--- config.mk ---
export PLATFORM = sky130hd
export DESIGN_NAME = poly_mult_seq
export DESIGN_NICKNAME = d
export VERILOG_FILES = /design/src/rtl/poly_mult_seq.sv
export SDC_FILE = /design/constraint.sdc
export NUM_CORES = 2
export LEC_CHECK = 0
export ABC_AREA = 1
export BUFFER_PORTS_ARGS = -buffer_cell sky130_fd_sc_hd__buf_2
export CAP_MARGIN = 10
export CORE_ASPECT_RATIO = 1.75
export CORE_MARGIN = 10
export CORE_UTILIZATION = 40
export CTS_CLUSTER_DIAMETER = 200
export DETAILED_ROUTE_END_ITERATION = 7
export SLEW_MARGIN = 20
export SYNTH_ARGS = -nofsm -noshare
export SYNTH_HDL_FRONTEND = slang
export SYNTH_SLANG_ARGS = --single-unit
--- constraint.sdc ---
create_clock -name clk -period 9.47 [get_ports clk]
set_input_delay 0.4735 -clock clk [delete_from_list [all_inputs] [get_ports clk]]
set_output_delay 0.4735 -clock clk [all_outputs]
set_load 0.1 [all_outputs]
--- src/rtl/poly_mult_seq.sv ---
// poly_mult_seq: job sequencer between the register block and the polynomial
// multiplier core. Buffers operands, issues them to the core one at a time over
// a load/busy handshake, stores results, and can interleave LFSR-chosen dummy
// multiplications to mask the real operation count and positions.
module poly_mult_seq #(
  parameter int          pDATA_WIDTH = 128,
  parameter int          pKEY_WIDTH  = 128,
  parameter int          pMAX_OPS    = 8,
  parameter int          pIDX_W      = 3,
  parameter logic [15:0] pLFSR_SEED  = 16'hACE1,
  parameter int          pTIMEOUT    = 1023
) (
  input  logic                   clk,
  input  logic                   resetn,
  input  logic                   wr_en_i,
  input  logic [pDATA_WIDTH-1:0] wr_data_i,
  input  logic                   clr_i,
  input  logic                   start_i,
  input  logic                   dummy_en_i,
  input  logic [pKEY_WIDTH-1:0]  key_i,
  input  logic [pIDX_W-1:0]      rd_idx_i,
  output logic [pDATA_WIDTH-1:0] rd_data_o,
  output logic [pIDX_W:0]        count_o,
  output logic                   full_o,
  output logic                   busy_o,
  output logic                   done_o,
  output logic                   err_o,
  output logic [7:0]             ops_issued_o,
  output logic                   trig_o,
  output logic                   core_load_o,
  output logic [pKEY_WIDTH-1:0]  core_key_o,
  output logic [pDATA_WIDTH-1:0] core_data_o,
  input  logic [pDATA_WIDTH-1:0] core_data_i,
  input  logic                   core_busy_i
);

  localparam int              TMO_W   = $clog2(pTIMEOUT + 1);
  localparam logic [pIDX_W:0] MAX_CNT = (pIDX_W + 1)'(pMAX_OPS);
  localparam logic [TMO_W-1:0] TMO_LAST = TMO_W'(pTIMEOUT - 1);

  typedef enum logic [2:0] {
    S_IDLE, S_PICK, S_ISSUE, S_WAIT_HI, S_WAIT_LO, S_CAPTURE, S_FIN
  } state_e;

  state_e state_q, state_d;

  logic [pIDX_W:0]        count_q;
  logic [pIDX_W:0]        n_q;
  logic [pIDX_W:0]        r_q;
  logic [1:0]             d_q;
  logic [15:0]            lfsr_q;
  logic [pKEY_WIDTH-1:0]  key_q;
  logic                   dummy_en_q;
  logic                   err_q;
  logic [7:0]             ops_q;
  logic [pDATA_WIDTH-1:0] data_q;
  logic [TMO_W-1:0]       tmo_q;

  logic [pDATA_WIDTH-1:0] op_buf  [pMAX_OPS];
  logic [pDATA_WIDTH-1:0] res_buf [pMAX_OPS];

  logic                   is_dummy;
  logic                   tmo_hit;
  logic                   wait_tmo;
  logic                   wr_ok;
  logic [pIDX_W:0]        r_nxt;
  logic [15:0]            lfsr_nxt;
  logic [pDATA_WIDTH-1:0] issue_data;

  // A pending dummy count means the op in flight is a dummy, not real op r.
  assign is_dummy = (d_q != 2'd0);
  assign tmo_hit  = (tmo_q == TMO_LAST);
  assign wait_tmo = tmo_hit &&
                    (((state_q == S_WAIT_HI) && !core_busy_i) ||
                     ((state_q == S_WAIT_LO) &&  core_busy_i));
  assign wr_ok    = (state_q == S_IDLE) && !clr_i && wr_en_i && (count_q < MAX_CNT);
  assign r_nxt    = r_q + 1'b1;
  // Fibonacci LFSR, x^16+x^14+x^13+x^11: shift left, feedback into bit 0.
  assign lfsr_nxt = {lfsr_q[14:0], lfsr_q[15] ^ lfsr_q[13] ^ lfsr_q[12] ^ lfsr_q[10]};
  assign issue_data = is_dummy ? {(pDATA_WIDTH / 16){lfsr_q}}
                               : op_buf[r_q[pIDX_W-1:0]];

  // State register.
  always_ff @(posedge clk or negedge resetn) begin
    if (!resetn) state_q <= S_IDLE;
    else         state_q <= state_d;
  end

  // Next-state logic; an observed busy edge wins over a simultaneous timeout.
  always_comb begin
    // NOTE: default first so every path assigns state_d and no latch is inferred.
    state_d = state_q;
    unique case (state_q)
      S_IDLE:    if (start_i) state_d = (count_q == '0) ? S_FIN : S_PICK;
      S_PICK:    state_d = S_ISSUE;
      S_ISSUE:   state_d = S_WAIT_HI;
      S_WAIT_HI: if (core_busy_i) state_d = S_WAIT_LO;
                 else if (tmo_hit) state_d = S_FIN;
      S_WAIT_LO: if (!core_busy_i) state_d = S_CAPTURE;
                 else if (tmo_hit) state_d = S_FIN;
      S_CAPTURE: if (is_dummy)       state_d = S_ISSUE;
                 else if (r_nxt < n_q) state_d = S_PICK;
                 else                state_d = S_FIN;
      S_FIN:     state_d = S_IDLE;
      default:   state_d = S_IDLE;
    endcase
  end

  // Outputs decoded from state so reset drops them without waiting for a clock.
  always_comb begin
    core_load_o = (state_q == S_ISSUE);
    done_o      = (state_q == S_FIN);
    // An empty job passes through FIN without ever looking busy.
    busy_o      = (state_q != S_IDLE) && !((state_q == S_FIN) && (n_q == '0));
    // PICK with r>0 sits between real ops, so the trigger window stays continuous.
    trig_o      = (state_q == S_ISSUE) || (state_q == S_WAIT_HI) ||
                  (state_q == S_WAIT_LO) || (state_q == S_CAPTURE) ||
                  ((state_q == S_PICK) && (r_q != '0));
    core_data_o = (state_q == S_ISSUE) ? issue_data : data_q;
  end

  assign count_o      = count_q;
  assign full_o       = (count_q == MAX_CNT);
  assign err_o        = err_q;
  assign ops_issued_o = ops_q;
  assign core_key_o   = key_q;
  assign rd_data_o    = res_buf[rd_idx_i];

  // Job control datapath: operand count, job latches, LFSR, counters, timeout.
  always_ff @(posedge clk or negedge resetn) begin
    if (!resetn) begin
      count_q    <= '0;
      n_q        <= '0;
      r_q        <= '0;
      d_q        <= '0;
      lfsr_q     <= pLFSR_SEED;
      key_q      <= '0;
      dummy_en_q <= 1'b0;
      err_q      <= 1'b0;
      ops_q      <= '0;
      data_q     <= '0;
      tmo_q      <= '0;
    end else begin
      // NOTE: sequential state uses non-blocking assignments so every flop
      // samples pre-edge values regardless of statement order.
      if (state_q == S_IDLE) begin
        if (clr_i)      count_q <= '0;
        else if (wr_ok) count_q <= count_q + 1'b1;
        if (start_i) begin
          key_q      <= key_i;
          dummy_en_q <= dummy_en_i;
          n_q        <= count_q;
          err_q      <= 1'b0;
          ops_q      <= '0;
          r_q        <= '0;
          d_q        <= '0;
        end
      end

      if (state_q == S_PICK) d_q <= dummy_en_q ? lfsr_q[1:0] : 2'd0;

      if (state_q == S_ISSUE) begin
        data_q <= issue_data;
        lfsr_q <= lfsr_nxt;
        if (ops_q != 8'hFF) ops_q <= ops_q + 8'd1;
      end

      if (wait_tmo) err_q <= 1'b1;

      if (state_q == S_CAPTURE) begin
        if (is_dummy) d_q <= d_q - 2'd1;
        else          r_q <= r_nxt;
      end

      if (state_q == S_FIN) count_q <= '0;

      // Restart the wait counter whenever the state changes.
      if (state_d != state_q) tmo_q <= '0;
      else if ((state_q == S_WAIT_HI) || (state_q == S_WAIT_LO)) tmo_q <= tmo_q + 1'b1;
    end
  end

  // Operand and result storage.
  // NOTE: memories carry no reset; their contents are don't-care until written,
  // and leaving reset off lets them map onto plain RAM/register-file cells.
  always_ff @(posedge clk) begin
    if (wr_ok) op_buf[count_q[pIDX_W-1:0]] <= wr_data_i;
    if ((state_q == S_CAPTURE) && !is_dummy) res_buf[r_q[pIDX_W-1:0]] <= core_data_i;
  end

endmodule
== After elaboration in Yosys (flattened, before gate mapping) ==
Memory sizes are Yosys's and may differ from the RTL's.
Cells that the tools add are included.
Storage, ports and cells
  memories kept: 2
  logic and storage cells: 105
  flip-flop bits (word level): 309
  memory bits (writable): 2048
Memories
  op_buf: depth 8, width 128, rd ports 1, clocked after Yosys merged registers in 0, write ports 1, RTL line 59  | logic [pDATA_WIDTH-1:0] op_buf [pMAX_OPS];
  res_buf: depth 8, width 128, rd ports 1, clocked after Yosys merged registers in 0, write ports 1, RTL line 60  | logic [pDATA_WIDTH-1:0] res_buf [pMAX_OPS];
Cells by class
  muxes and demuxes: 37
  bitwise gates (word level): 3
  equality and inequality tests: 10
  $add $sub $neg: 5
  reduce and logical (&&, ||, !) cells: 34
  order comparisons: 2
Operators with widths (count)
  $mux W128: 2
  $mux W4: 8
  $mux W8: 4
  $mux W3: 7
  $mux W10: 2
  $pmux W3 S6: 1
  $mux W2: 6
  $add A10 B1 Y10 const B: 1
  $eq A10 B10 Y1 const B: 1
  $logic_and A1 B1 Y1: 10
  $reduce_bool A2 Y1: 5
  $eq A3 B3 Y1 const B: 3
  $add A4 B1 Y4 const B: 2
  $add A8 B1 Y8 const B: 1
  $logic_not A4 Y1: 2
  $ne A8 B8 Y1 const B: 1
  $mux W1: 7
  $eq A3 B2 Y1 const B: 2
  $logic_or A1 B1 Y1: 6
  $reduce_and A2 Y1: 3
  $reduce_bool A3 Y1: 2
  $eq A4 B4 Y1 const B: 1
  $logic_not A1 Y1: 4
  $lt A4 B4 Y1: 1
  7 further kinds: 9

== Depth between registers and ports, before layout ==
  depth after elaboration: 8
  mapped depth: 17
  gate-level depth less buffers: 15

== Worst setup path before layout ==
No wires, ideal clock.
  kind: register -> register
  start point: reg count_q[2], in the netlist count_o[2]
  end point: mem op_buf[4][0] (enable)
  setup time: 0.772 ns
  buffers on the path: 0
  slack: -1.280 ns
  period minus slack after synthesis: 10.750 ns
  arrival: 9.979 ns
  cell stages (with the launch flop): 3
  cells stage by stage: dfrtp_1 > inv_1 > nor3_1
Between the ends
  word-level cells in the longest chain between the ends: 4
RTL lines
  start, declared: RTL line 47  | logic [pIDX_W:0] count_q;
  start signal, assigned: RTL line 148  | else if (wr_ok) count_q <= count_q + 1'b1;
  $lt A4 B4 Y1: RTL line 76  | assign wr_ok = (state_q == S_IDLE) && !clr_i && wr_en_i && (count_q < MAX_CNT);
  $logic_and A1 B1 Y1: RTL line 76
  $mux W1: RTL line 187  | if (wr_ok) op_buf[count_q[pIDX_W-1:0]] <= wr_data_i;
  $mux W1 (not written as such): RTL line 187
  end, declared: RTL line 59
Several ways; a longest one is shown, not always the timed one.

== Worst setup path in the final report ==
  start point: reg r_q[0]
  end point: out core_data_o[66]
Between the ends
  word-level cells in the longest chain between the ends: 3
RTL lines
  start, declared: RTL line 49  | logic [pIDX_W:0] r_q;
  start signal, assigned: RTL line 172  | else r_q <= r_nxt;
  $mem_v2 Z8 W128
  $mux W128: RTL line 80  | assign issue_data = is_dummy ? {(pDATA_WIDTH / 16){lfsr_q}}
  $mux W128
  end, declared: RTL line 32  | output logic [pDATA_WIDTH-1:0] core_data_o,
No other way between the ends.

==> results.toml <==
[status]
outcome = "complete, no violations"

[placed_design]
place_ws_ns = 4.25
gp_congestion = 1.06
portBuffers = 795
placed_cell_area_mm2 = 0.0965
dp_hpwl_mm = 171
dpl.cell_count = 10100

[pwr]
power_w = 0.0341
comb_power_share_pct = 37.4
seqPwrFrac_pct = 36.7
switching_power_w = 0.0149
cellPowerDensity_mw_per_mm2 = 317
ir_worst_vdd_mv = 0.303
pwr-share-clk_pct = 25.9
power_leakage_nw = 37.8
swShare_pct = 43.5
internal-power_w = 0.0193

[clocking]
tritoncts = "done"
cts_buffers = 215
cts_sinks = 2357
clk_latency_ns = 0.84
path_clk_slew_ns = 0.06
ctsRootBufferMaster = "clkbuf_16"
h-tree-depth = 4
cts_buffer_depth = 4
cts_setup_buffers = 0

[setup_path]
critPathRequiredTime_ns = 9.00
r2r-start = "r_q[0]"
path_class = "flop to output pin"
cp-start-kind = "flop"
critical_path_arrival_ns = 5.71
crit_path_end_kind = "output pin"
crit_fanout = 101
startpoint = "r_q[0]"

[global_routing]
grt_pass1_wl_mm = 405
antenna_found_initial = 91
grt_pass1_vias = 58300
grtUsageTotal_pct = 22.2
grt-ovfl-total = 0
grt_max_degree = 232

[synth]
synth_ff_type = "edfxtp_1"
netlist_instances = 6708
synth.area.top_cells = "edfxtp_1 (69%), dfrtp_1 (8.4%), nor2_1 (6.0%), o21ai_0 (5.2%), o22ai_1 (2.7%)"
async_flop_share_pct = 13.1
synth.most_common_cell = "edfxtp_1"
synth_commonest_cells = "edfxtp_1 (2048), nor2_1 (1442), o21ai_0 (932), nand2_1 (497), o22ai_1 (389)"
yosys_register_bits = 2357
synth.net_count = 7112
seq_area_frac_synth_pct = 77.3
synth_warnings = 0
synth.distinct_cells = 39
yosys.area.top_type_share_pct = 68.6
synth-edff-count = 2048
synth_top_area_cell = "edfxtp_1"
avgSynthCellArea_um2 = 13.4
synth_area_mm2 = 0.0896

[layout]
regArea_mm2 = 0.0692
multiInputGateArea_mm2 = 0.0185
area.growth.synth_to_final_pct = 20.0
fillers = 19200
nNetsFinal = 8163
fin_cells = 10900
finish.instance_area_mm2 = 0.108
drive_gt1_share_pct = 16.2

[timing]
finalWorstSetupSlack_ns = 3.28
clock.fmax_ghz = 0.162
tns_ns = 0
period_needed_ns = 6.19
clock_skew_ns = 0.0528
maxSlewHeadroom_pct = 24.2
rsz0062_at_grt = "false"
report.final.slew_viol_count = 0
period_share_pct = 65.3
worstMarginPinSlew_ns = 1.14
setup_viol = 0
hold_viol = 0

[detailed_routing]
route.vias.total = 59600
remaining_drc_errors = 0
wl_per_cell_um = 25.9
dr.pass1.iters = 6
ant_nets = 0
drt-total-wl_mm = 282
drtIter0Drc = 5413
viasPerCell = 5.48

[worst_hold_path]
min_from = "key_i[50]"
hp-class = "input port to flop"

[floorplan]
start_util_pct = 40.3
die_h_um = 646
core_mm2 = 0.223
rows = 229
die-area_mm2 = 0.244
die_w_um = 378
top_level_ports = 796

[flow_run]
drv_cap = 0
-- worst max-delay path, stage by stage, from the launching register on --
cell and delay [ns]:
dfrtp_4 0.86, buf_4 0.69, buf_4 0.89, buf_4 0.87, o21ai_0 0.24, o22ai_1 0.20, o21ai_1 0.16, a2bb2oi_1 0.26
buf_2 0.48
-- area by class of cell --
cell class	count	area share (%)
Antenna cell	51	0.119
Clock buffer	261	5.34
Clock inverter	127	1.23
Inverter	57	0.255
Multi-Input combinational cell	3863	17.2
Sequential cell	2357	64.4
Tap cell	2887	3.36
Timing Repair Buffer	1265	8.09
-- power groups by stage --
stage | logic [W] | registers (W) | clock network, W
6_report | 0.0128 | 0.0125 | 0.00883
4_1_cts | 0.0128 | 0.0125 | 0.00898
3_3_place_gp | 0.0126 | 0.0127 | 0
3_5_place_dp | 0.0126 | 0.0127 | 0
2_1_floorplan | 0.00739 | 0.0146 | 0
5_1_grt | 0.0134 | 0.0126 | 0.00935
-- registers in the layout, indices dropped and copies added, names as in the netlist --
name	flops
state_q	3
lfsr_q	16
d_q	2
dummy_en_q	1
tmo_q	10
count_o	4
ops_issued_o	8
n_q	4
r_q	4
op_buf	1024
err_o	1
data_q	128
core_key_o	128
res_buf	1024
-- what timing repair did --
action | in CTS | in global routing
gates resized for setup | 0 | 0
hold buffers | 375 | 0
endpoints found under the hold margin | 2224 | 0
-- placed cells by master, fill, tap and decap left out, types with 11 or more instances in the layout --
master,Yosys,final
a2bb2oi_1,128,128
a31oi_1,128,128
buf_12,0,16
buf_2,162,792
buf_4,12,78
bufinv_16,0,26
clkbuf_1,250,32
clkbuf_16,0,219
clkinv_1,0,40
clkinv_2,2,47
dfrtp_1,301,300
diode_2,0,51
dlygate4sd3_1,0,375
edfxtp_1,2048,2048
inv_1,48,43
nand2_1,497,496
nand3_1,20,19
nor2_1,1442,1429
nor2_2,12,11
nor2_4,1,15
o21ai_0,932,932
o21ai_1,236,236
o22ai_1,389,389
xor2_1,12,12
-- path summary, 6_finish.rpt --
path / end / slack [ns] / cells after the start
setup / recovery: core_data_o[66] / 3.28 / 8
hold / removal: core_key_o[50] / 0.05 / 3
setup reg to reg: data_q[66] / 5.03 / 7
hold reg to reg: core_key_o[64] / 0.47 / 2
max in group asynchronous: data_q[73] / 7.26 / 4
min in group asynchronous: core_key_o[42] / 0.18 / 2
-- through the flow --
step	utilization (%)	hold WS (ns)
after global routing	48.3	0.00218
after global placement	43.4	0.456
after detailed placement	43.4	0.460
after CTS	48.2	0.0118
after floorplan	-	0.178
final	48.3	0.0541
-- logic make-up after synthesis --
logic type | count (synthesis) | synth area share, %
adders and majority gates | 10 | 0.140
xor gates and xnor gates | 18 | 0.176
and+or+nand+nor | 1994 | 8.50
buffers and inverters | 488 | 2.35
AOI/OAI and AO/OA | 1841 | 11.6
DFF | 2357 | 77.3
-- metal layers --
layer	part of all wire [%]	GRT usage (%)	up-vias
met3	9.0	5.85	495
met4	4.9	10.1	44
li1	-	-	26700
met1	38	26.9	29900
met2	48	36.9	2460
met5	0.094	0	-
(Power assumes the default switching activity.)
